`config.mk`:
```
export PLATFORM = sky130hd
export DESIGN_NAME = arp_frame_gen_flat
export DESIGN_NICKNAME = d
export VERILOG_FILES = /design/src/rtl/arp_frame_gen_if.sv /design/src/rtl/arp_frame_gen.sv /design/src/flat_wrapper.sv
export SDC_FILE = /design/constraint.sdc
export NUM_CORES = 1
export LEC_CHECK = 0
export ABC_CLOCK_PERIOD_IN_PS = 38100
export CORE_MARGIN = 2
export CORE_UTILIZATION = 25
export DETAILED_ROUTE_END_ITERATION = 10
export HOLD_SLACK_MARGIN = 0.08
export MAX_ROUTING_LAYER = met4
export PLACE_DENSITY = 0.39
export SETUP_SLACK_MARGIN = 0.2
export SYNTH_ARGS = -nofsm -noshare
export SYNTH_HDL_FRONTEND = slang
export SYNTH_SLANG_ARGS = --single-unit
```
`constraint.sdc`:
```
create_clock -name csi_clock_clk -period 38.1 [get_ports csi_clock_clk]
set_clock_uncertainty 0.2 [all_clocks]
set_input_delay 7.62 -clock csi_clock_clk [delete_from_list [all_inputs] [get_ports csi_clock_clk]]
set_output_delay 7.62 -clock csi_clock_clk [all_outputs]
set_load 0.005 [all_outputs]
```
`src/rtl/arp_frame_gen_if.sv`:
```
// Avalon-MM configuration port plus Avalon-ST frame source for arp_frame_gen.
// slave: the generator's view; master: the host / downstream sink's view.
interface arp_frame_gen_if #(
    parameter int DATA_W = 32
);
    localparam int EMPTY_W = $clog2(DATA_W / 8);

    logic               avs_s0_write;
    logic               avs_s0_read;
    logic [2:0]         avs_s0_address;
    logic [3:0]         avs_s0_byteenable;
    logic [31:0]        avs_s0_writedata;
    logic [31:0]        avs_s0_readdata;

    logic               aso_src0_ready;
    logic [DATA_W-1:0]  aso_src0_data;
    logic               aso_src0_valid;
    logic               aso_src0_startofpacket;
    logic               aso_src0_endofpacket;
    logic [EMPTY_W-1:0] aso_src0_empty;

    modport slave (
        input  avs_s0_write, avs_s0_read, avs_s0_address, avs_s0_byteenable,
               avs_s0_writedata, aso_src0_ready,
        output avs_s0_readdata, aso_src0_data, aso_src0_valid,
               aso_src0_startofpacket, aso_src0_endofpacket, aso_src0_empty
    );

    modport master (
        output avs_s0_write, avs_s0_read, avs_s0_address, avs_s0_byteenable,
               avs_s0_writedata, aso_src0_ready,
        input  avs_s0_readdata, aso_src0_data, aso_src0_valid,
               aso_src0_startofpacket, aso_src0_endofpacket, aso_src0_empty
    );
endinterface

```
`src/rtl/arp_frame_gen.sv`:
```
// Parametrised Ethernet/ARP frame generator (MM-configured, ST source, ready latency 0).
// Define ARP_FRAME_GEN_PAD_EN to zero-pad frames to the 60-byte Ethernet minimum.
module arp_frame_gen #(
    parameter int DATA_W  = 32,
    parameter int PAUSE_W = 16,
    parameter int CNT_W   = 32
) (
    input  logic           csi_clock_clk,
    input  logic           csi_clock_reset,
    arp_frame_gen_if.slave bus
);
    localparam int EMPTY_W = $clog2(DATA_W / 8);
`ifdef ARP_FRAME_GEN_PAD_EN
    localparam int FRAME_BYTES = 60;
`else
    localparam int FRAME_BYTES = 42;
`endif
    localparam int BEATS  = (FRAME_BYTES * 8 + DATA_W - 1) / DATA_W;
    localparam int VEC_W  = BEATS * DATA_W;
    localparam int BEAT_W = $clog2(BEATS);
    localparam logic [EMPTY_W-1:0] EOP_EMPTY = EMPTY_W'(BEATS * DATA_W / 8 - FRAME_BYTES);
    localparam logic [BEAT_W-1:0]  LAST_BEAT = BEAT_W'(BEATS - 1);

    typedef enum logic [1:0] {IDLE, SEND, PAUSE} state_t;
    state_t state, state_nxt;

    logic [31:0]        ctrl;
    logic [47:0]        mac_dst, mac_src;
    logic [31:0]        ip_src, ip_dst;
    logic [CNT_W-1:0]   frame_cnt;

    logic [47:0]        sh_mac_dst, sh_mac_src;
    logic [31:0]        sh_ip_src, sh_ip_dst;
    logic               sh_oper;

    logic [BEAT_W-1:0]  beat_idx;
    logic [7:0]         burst_rem;
    logic               burst_armed;
    logic [PAUSE_W-1:0] pause_cnt;

    logic               go, start, last_acc, go_hw_clr, valid;
    logic [7:0]         burst_val;
    logic [PAUSE_W-1:0] pause_val;

    assign go        = ctrl[0];
    assign burst_val = ctrl[15:8];
    assign pause_val = ctrl[16 +: PAUSE_W];
    assign valid     = (state == SEND);
    assign go_hw_clr = last_acc && (burst_rem == 8'd1);

    function automatic logic [31:0] be_merge(input logic [31:0] old_val,
                                             input logic [31:0] wdata,
                                             input logic [3:0]  be);
        logic [31:0] res;
        for (int i = 0; i < 4; i++)
            res[i*8 +: 8] = be[i] ? wdata[i*8 +: 8] : old_val[i*8 +: 8];
        return res;
    endfunction

    always_ff @(posedge csi_clock_clk or posedge csi_clock_reset) begin
        // NOTE: non-blocking assignments for all state so every flop samples pre-edge values.
        if (csi_clock_reset) state <= IDLE;
        else                 state <= state_nxt;
    end

    always_comb begin
        // NOTE: every output of this block gets a default first, so no latch is inferred.
        state_nxt = state;
        start     = 1'b0;
        last_acc  = 1'b0;
        unique case (state)
            IDLE: if (go) begin
                state_nxt = SEND;
                start     = 1'b1;
            end
            SEND: if (bus.aso_src0_ready && beat_idx == LAST_BEAT) begin
                last_acc  = 1'b1;
                state_nxt = (pause_val != '0) ? PAUSE : IDLE;
            end
            PAUSE: if (pause_cnt <= PAUSE_W'(1)) state_nxt = IDLE;
            default: state_nxt = IDLE;
        endcase
    end

    // Per-frame datapath: config snapshot, beat index, burst and pause counters.
    always_ff @(posedge csi_clock_clk or posedge csi_clock_reset) begin
        if (csi_clock_reset) begin
            sh_mac_dst  <= '0;
            sh_mac_src  <= '0;
            sh_ip_src   <= '0;
            sh_ip_dst   <= '0;
            sh_oper     <= 1'b0;
            beat_idx    <= '0;
            burst_rem   <= '0;
            burst_armed <= 1'b0;
            pause_cnt   <= '0;
        end else begin
            if (start) begin
                sh_mac_dst <= mac_dst;
                sh_mac_src <= mac_src;
                sh_ip_src  <= ip_src;
                sh_ip_dst  <= ip_dst;
                sh_oper    <= ctrl[1];
                beat_idx   <= '0;
                if (!burst_armed) begin
                    burst_rem   <= burst_val;
                    burst_armed <= 1'b1;
                end
            end else if (valid && bus.aso_src0_ready) begin
                beat_idx <= (beat_idx == LAST_BEAT) ? '0 : beat_idx + BEAT_W'(1);
            end

            if (last_acc) begin
                pause_cnt <= pause_val;
                if (burst_rem > 8'd1) burst_rem <= burst_rem - 8'd1;
            end else if (state == PAUSE) begin
                pause_cnt <= pause_cnt - PAUSE_W'(1);
            end

            // A burst re-arms (reloads its count) once go has dropped.
            if (!go || go_hw_clr) burst_armed <= 1'b0;
        end
    end

    // Register file; later assignments win, so a software CTRL write beats the hardware go clear.
    always_ff @(posedge csi_clock_clk or posedge csi_clock_reset) begin
        if (csi_clock_reset) begin
            ctrl      <= '0;
            mac_dst   <= '0;
            mac_src   <= '0;
            ip_src    <= '0;
            ip_dst    <= '0;
            frame_cnt <= '0;
        end else begin
            if (go_hw_clr) ctrl[0] <= 1'b0;
            if (last_acc)  frame_cnt <= frame_cnt + CNT_W'(1);
            if (bus.avs_s0_write) begin
                unique case (bus.avs_s0_address)
                    3'd0: ctrl           <= be_merge(ctrl, bus.avs_s0_writedata, bus.avs_s0_byteenable);
                    3'd1: mac_dst[47:16] <= be_merge(mac_dst[47:16], bus.avs_s0_writedata, bus.avs_s0_byteenable);
                    3'd2: mac_dst[15:0]  <= 16'(be_merge({16'h0, mac_dst[15:0]}, bus.avs_s0_writedata, bus.avs_s0_byteenable));
                    3'd3: mac_src[47:16] <= be_merge(mac_src[47:16], bus.avs_s0_writedata, bus.avs_s0_byteenable);
                    3'd4: mac_src[15:0]  <= 16'(be_merge({16'h0, mac_src[15:0]}, bus.avs_s0_writedata, bus.avs_s0_byteenable));
                    3'd5: ip_src         <= be_merge(ip_src, bus.avs_s0_writedata, bus.avs_s0_byteenable);
                    3'd6: ip_dst         <= be_merge(ip_dst, bus.avs_s0_writedata, bus.avs_s0_byteenable);
                    3'd7: frame_cnt      <= '0;
                    default: ;
                endcase
            end
        end
    end

    always_comb begin
        bus.avs_s0_readdata = '0;
        if (bus.avs_s0_read) begin
            unique case (bus.avs_s0_address)
                3'd0: bus.avs_s0_readdata = ctrl;
                3'd1: bus.avs_s0_readdata = mac_dst[47:16];
                3'd2: bus.avs_s0_readdata = {16'h0, mac_dst[15:0]};
                3'd3: bus.avs_s0_readdata = mac_src[47:16];
                3'd4: bus.avs_s0_readdata = {16'h0, mac_src[15:0]};
                3'd5: bus.avs_s0_readdata = ip_src;
                3'd6: bus.avs_s0_readdata = ip_dst;
                3'd7: bus.avs_s0_readdata = 32'(frame_cnt);
                default: ;
            endcase
        end
    end

    // Whole frame as one big-endian vector, tail zero-filled up to a beat boundary.
    logic [335:0]      arp_hdr;
    logic [VEC_W-1:0]  frame_vec;
    logic [DATA_W-1:0] beat_word [BEATS];

    assign arp_hdr = {sh_oper ? sh_mac_dst : 48'hFFFF_FFFF_FFFF, sh_mac_src,
                      16'h0806, 16'h0001, 16'h0800, 8'd6, 8'd4,
                      sh_oper ? 16'h0002 : 16'h0001,
                      sh_mac_src, sh_ip_src,
                      sh_oper ? sh_mac_dst : 48'h0, sh_ip_dst};
    assign frame_vec = {arp_hdr, {(VEC_W - 336){1'b0}}};

    always_comb begin
        for (int i = 0; i < BEATS; i++)
            beat_word[i] = frame_vec[VEC_W - 1 - i * DATA_W -: DATA_W];
    end

    always_comb begin
        bus.aso_src0_valid         = valid;
        bus.aso_src0_data          = valid ? beat_word[beat_idx] : '0;
        bus.aso_src0_startofpacket = valid && (beat_idx == '0);
        bus.aso_src0_endofpacket   = valid && (beat_idx == LAST_BEAT);
        bus.aso_src0_empty         = (valid && beat_idx == LAST_BEAT) ? EOP_EMPTY : '0;
    end
endmodule

```
`src/flat_wrapper.sv`:
```
// flat-port wrapper written by rule: the top's interface ports become plain ports
module arp_frame_gen_flat 
#(
    parameter int DATA_W  = 32,
    parameter int PAUSE_W = 16,
    parameter int CNT_W   = 32
)
  (csi_clock_clk, csi_clock_reset, bus_avs_s0_write, bus_avs_s0_read, bus_avs_s0_address, bus_avs_s0_byteenable, bus_avs_s0_writedata, bus_aso_src0_ready, bus_avs_s0_readdata, bus_aso_src0_data, bus_aso_src0_valid, bus_aso_src0_startofpacket, bus_aso_src0_endofpacket, bus_aso_src0_empty);
  arp_frame_gen_if #(.DATA_W(DATA_W)) bus_i ();
  input  logic csi_clock_clk;
  input  logic csi_clock_reset;
  input wire logic [$bits(bus_i.avs_s0_write)-1:0] bus_avs_s0_write;
  input wire logic [$bits(bus_i.avs_s0_read)-1:0] bus_avs_s0_read;
  input wire logic [$bits(bus_i.avs_s0_address)-1:0] bus_avs_s0_address;
  input wire logic [$bits(bus_i.avs_s0_byteenable)-1:0] bus_avs_s0_byteenable;
  input wire logic [$bits(bus_i.avs_s0_writedata)-1:0] bus_avs_s0_writedata;
  input wire logic [$bits(bus_i.aso_src0_ready)-1:0] bus_aso_src0_ready;
  output wire logic [$bits(bus_i.avs_s0_readdata)-1:0] bus_avs_s0_readdata;
  output wire logic [$bits(bus_i.aso_src0_data)-1:0] bus_aso_src0_data;
  output wire logic [$bits(bus_i.aso_src0_valid)-1:0] bus_aso_src0_valid;
  output wire logic [$bits(bus_i.aso_src0_startofpacket)-1:0] bus_aso_src0_startofpacket;
  output wire logic [$bits(bus_i.aso_src0_endofpacket)-1:0] bus_aso_src0_endofpacket;
  output wire logic [$bits(bus_i.aso_src0_empty)-1:0] bus_aso_src0_empty;
  assign bus_i.avs_s0_write = bus_avs_s0_write;
  assign bus_i.avs_s0_read = bus_avs_s0_read;
  assign bus_i.avs_s0_address = bus_avs_s0_address;
  assign bus_i.avs_s0_byteenable = bus_avs_s0_byteenable;
  assign bus_i.avs_s0_writedata = bus_avs_s0_writedata;
  assign bus_i.aso_src0_ready = bus_aso_src0_ready;
  assign bus_avs_s0_readdata = bus_i.avs_s0_readdata;
  assign bus_aso_src0_data = bus_i.aso_src0_data;
  assign bus_aso_src0_valid = bus_i.aso_src0_valid;
  assign bus_aso_src0_startofpacket = bus_i.aso_src0_startofpacket;
  assign bus_aso_src0_endofpacket = bus_i.aso_src0_endofpacket;
  assign bus_aso_src0_empty = bus_i.aso_src0_empty;
  arp_frame_gen #(.DATA_W(DATA_W), .PAUSE_W(PAUSE_W), .CNT_W(CNT_W)) u_core (.csi_clock_clk(csi_clock_clk), .csi_clock_reset(csi_clock_reset), .bus(bus_i));
endmodule
```
## Yosys cells after proc, flatten, opt, wreduce, memory -nomap -nowiden

Cells that the tools add are included.

- Add/sub/neg operators: 4
- Magnitude comparators: 3
- Equality and inequality tests: 15
- Muxes and demuxes: 37
- Bitwise logic cells: 1
- Reductions and logical operators: 39

Operators by type and width:

| operator | count |
|---|---|
| $pmux 32 s8 | 1 |
| $mux 32 | 7 |
| $bmux 32 s4 | 1 |
| $mux 48 | 2 |
| $reduce_and 3->1 | 25 |
| $add 32x1->32 const B | 1 |
| $mux 16 | 2 |
| $mux 8 | 4 |
| $le 16x1->1 const B | 1 |
| $reduce_bool 16->1 | 1 |
| $sub 16x1->16 const B | 1 |
| $eq 3x3->1 const B | 4 |
| $mux 2 | 6 |
| $mux 4 | 3 |
| $mux 1 | 10 |
| $eq 8x1->1 const B | 1 |
| $gt 8x1->1 const B | 1 |
| $sub 8x1->8 const B | 1 |
| $eq 3x2->1 const B | 2 |
| $pmux 2 s3 | 1 |
| $reduce_bool 2->1 | 3 |
| $ge 5x5->1 const B | 1 |
| $logic_and 1x1->1 | 5 |
| $not 4->5 | 1 |
| 13 further kinds | 14 |

- Bits in registers: 416
- Bits of input ports: 44
- Output and inout port bits: 69
- Logic and storage cells: 135

## Depth between registers and ports, before layout

- Depth in word-level cells: 8
- Gate-level depth with buffers: 10
- Depth with buffers taken out: 7

## Worst setup path before layout

No wires, ideal clock.

- Path type: input to output
- Start point: in bus_avs_s0_address[0]
- End point: out bus_avs_s0_readdata[21]
- Arrival: 8.840 ns
- Required time: 30.280 ns
- Slack: 21.440 ns
- Stages: 7
- Path buffers: 2
- Cells stage by stage: buf_4 -> clkinv_1 -> nor2_1 -> buf_2 -> nand2_1 -> o211ai_1 -> o211a_1

- Longest elaborated chain between the ends: 3
- Elaborated cells on any way between the ends: 10
- Classes of those cells: 7 x eq/ne; 2 x mux; 1 x reduce/logical

Ends and longest elaborated chain:

| element | RTL line | text |
|---|---|---|
| start, declared | flat_wrapper.sv:14 | `input wire logic [$bits(bus_i.avs_s0_address)-1:0] bus_avs_s0_address;` |
| $eq 3x3->1, or another cell as far along | arp_frame_gen.sv:156 | `unique case (bus.avs_s0_address)` |
| $pmux 32 s8 * | arp_frame_gen.sv:156 |  |
| $mux 32 * | arp_frame_gen.sv:155 | `if (bus.avs_s0_read) begin` |
| end, declared | flat_wrapper.sv:18 | `output wire logic [$bits(bus_i.avs_s0_readdata)-1:0] bus_avs_s0_readdata;` |

Mark *: on every way between the ends. The rest lies on a longest branch, timed or not.

## Final worst setup path

- Start point: in bus_avs_s0_address[0]
- End point: out bus_avs_s0_readdata[12]

Same word-level chain as after synthesis.

==> qor.yml <==
synth_cell_types: 69
postCtsResizedCells: 0
dpl.cell_count: 3138
post-synth-top-area-fraction_pct: 51.3
required_ns: 30.28
p_leak_uw: 0.0109
drive_above_1_share_pct: 15.3
ant_nets: 0
syn_to_final_growth_pct: 18.4
p_per_area_nw_per_um2: 73.5
num_rows: 104
dp_hpwl_um: 60500
period_share_pct: 48.7
irDropWorstVdd_mv: 0.0311
syn_nets: 2123
antenna_found_initial: 4
die_area_um2: 83500
die_x_um: 289
postSynthCellCount: 2071
final_nets: 2180
gp_congestion: 0.871
max_slew_margin_pct: 19.2
hold_buffers: 0
synth.most_common_cell: "nand2_1"
startpoint_type: "input port"
avgSynthCellArea_um2: 9.80
synth_area_leaders: "dfrtp_1 51%, nand2_1 12%, mux2_2 11%, mux2i_1 3.0%, o21ai_0 2.2%"
n_fill_cell: 8398
crit_buf_inv: 3
ys_seq_elements: 416
cp.depth: 8
sequentialPowerShare_pct: 43.0
final_max_slew_viol_count: 0
cpMaxStageDelayCell: "buf_4"
r2r_cells: 7
crit_arrival_ns: 10.72
ys_seq_area_share_pct: 51.3
p_sw_uw: 665
clkTransAtPathRegs_ns: 0.06
grt_usage_pct: 20.2
whs_path_depth: 2
core_region_area_um2: 80400
firstDrtPassIters: 8
synth_edf_count: 0
critPathMaxStageDelay_ns: 0.63
worstSetupPathType: "in2out"
place_area_um2: 22400
numPortBuffers: 111
syn_area_um2: 20300
rsz0062_at_grt: "false"
dr.first_iter.drc_count: 1403
setup_tns_ns: 0
regArea_um2: 10400
setup_slack_ns: 19.56
place_ws_ns: 19.46
cts_buffer_depth: 3
finalCriticalPeriod_ns: 18.54
path_cells: "buf_4, buf_4, and2_1, nand2_1, o21ai_0, a221oi_1, nor2_1, clkdlybuf4s50_1"
postSynth.asyncResetShare_pct: 100
routed_wl_um: 81900
cts_tree: "done"
yosysWarnings: 0
start_util_pct: 25.2
cp_max_fo: 36
crit_family: "buffers and inverters"
finalHoldViolations: 0
combPwrFrac_pct: 29.9
outcome: "complete, no violations"
power.share.clock_pct: 27.2
hold_path_class: "reg2reg"
cts_buffers: 48
setup_viol: 0
dieHeight_um: 289
grt_pass1_vias: 16500
swShare_pct: 37.6
multi_input_area_um2: 9310
critPathCaptureType: "output pin"
cap_viol_max_count: 0
crit_path_frequent_cell: "buf_4"
final_cell_area_um2: 24000
grt_max_degree: 158
clock_sinks: 416
vias: 16200
root_buffer: "clkbuf_16"
htreeDepth: 2
tightestPinTransition_ns: 1.21
synth_top_area_cell: "dfrtp_1"
intPower_uw: 1100
fmax_mhz: 53.9
insertion_delay_ns: 0.61
ys_top_cells_by_count: "633 x nand2_1, 416 x dfrtp_1, 198 x mux2_2, 101 x nor2_1, 98 x clkbuf_1"
vias_per_cell: 5.03
ys.flop_type: "dfrtp_1"
final_cells: 3229
drc: 0
post_drt_wl_per_cell_um: 25.4
gr-total-overflow: 0
io_pins: 113
grt_pass1_wl_um: 119000
cts_setup_buffers: 0
worst reg2reg max path, cell delays in order (launching register included):
cell	delay (ns)
dfrtp_2	0.52
inv_1	0.61
ha_1	0.41
nand3b_4	0.19
nor4_4	0.85
nand2_2	0.20
or4_1	0.44
a21oi_1	0.16
cell families (layout without fill, tap and decap cells):
group / Yosys count / in the layout / share of synthesized area, %
flip-flops: 416 / 416 / 51.3
AND/OR/NAND/NOR: 878 / 878 / 18.4
XOR/XNOR: 24 / 24 / 1.04
multiplexers: 266 / 266 / 14.8
AO/OA/AOI/OAI: 331 / 331 / 11.1
other: 1 / 3 / 0.0185
adder cells (fa/ha/maj): 8 / 8 / 0.493
buffers and inverters: 147 / 243 / 2.96
layout make-up:
class / instances / share of cell area, %
diodes: 2 / 0.0208
clock inverters: 14 / 0.739
flip-flops and latches: 416 / 43.3
multi-input cells: 1508 / 38.7
well taps: 1060 / 5.52
repair buffers: 132 / 5.28
inverters: 22 / 0.375
clock buffers: 75 / 6.00
cells in the final DEF, fill, tap and decap left out, drive strengths merged, types with 5 or more instances in the layout:
cell	netlist	final
nand3	34	34
buf	27	24
o21ai	90	90
o311ai	6	6
a32oi	6	6
or3	13	13
ha	8	8
nor2b	10	10
dfrtp	416	416
inv	19	21
o221a	5	5
a21oi	72	72
nand4	17	17
nor2	101	101
and2	8	8
o211a	16	16
clkbuf	98	75
xnor2	8	8
mux2	198	198
a22oi	17	17
mux4	7	7
a31oi	10	10
o21bai	6	6
and3	6	6
o211ai	27	27
clkinv	3	11
xor2	16	16
nor4	11	11
nand2	634	634
nor3	15	15
a211oi	10	10
a222oi	20	20
a221oi	7	7
mux2i	61	61
clkdlybuf4s50	0	108
nand2b	11	11
a21o	15	15
per-layer routing:
| metal | GRT usage [%] | wire [µm] |
|---|---|---|
| met4 | 5.89 | 2460 |
| met3 | 2.19 | 3380 |
| met5 | - | 0 |
| met1 | 26.4 | 36300 |
| met2 | 32.9 | 39800 |
per-stage QoR:
stage          power, µW  utilization (%)  hold slack [ns]
2_1_floorplan       1000                -            0.238
3_3_place_gp        1290             27.9            0.262
3_5_place_dp        1290             27.9            0.264
4_1_cts             1780             29.9            0.279
5_1_grt             1870             29.9            0.295
6_report            1770             29.9            0.276
power by group through the flow:
| stage | clock, µW | sequential, µW | combinational [µW] |
|---|---|---|---|
| floorplan | 0 | 665 | 335 |
| global placement | 0 | 765 | 523 |
| detailed placement | 0 | 766 | 527 |
| CTS | 492 | 759 | 530 |
| global route | 510 | 772 | 587 |
| finish | 480 | 758 | 527 |
worst paths after layout:
check	start	to	slack, ns
max in group asynchronous	csi_clock_reset	u_core.mac_dst[2]$_DFFE_PP0P_	27.90
worst max-delay path	bus_avs_s0_address[0]	bus_avs_s0_readdata[12]	19.56
worst min register to register	u_core.sh_mac_dst[10]$_DFFE_PP0P_	u_core.sh_mac_dst[10]$_DFFE_PP0P_	0.28
min in group asynchronous	csi_clock_reset	u_core.mac_src[45]$_DFFE_PP0P_	7.36
worst max register to register	u_core.beat_idx[0]$_DFFE_PP0P_	u_core.frame_cnt[31]$_DFF_PP0_	34.43
worst min-delay path	u_core.sh_mac_dst[10]$_DFFE_PP0P_	u_core.sh_mac_dst[10]$_DFFE_PP0P_	0.28
flip-flops by register name, summed over array words and instances (netlist names), 48 cells and up:
register and cells:
u_core.mac_dst 48, u_core.sh_mac_src 48, u_core.mac_src 48, u_core.sh_mac_dst 48
Note: power is estimated with default switching activity, not from simulation.
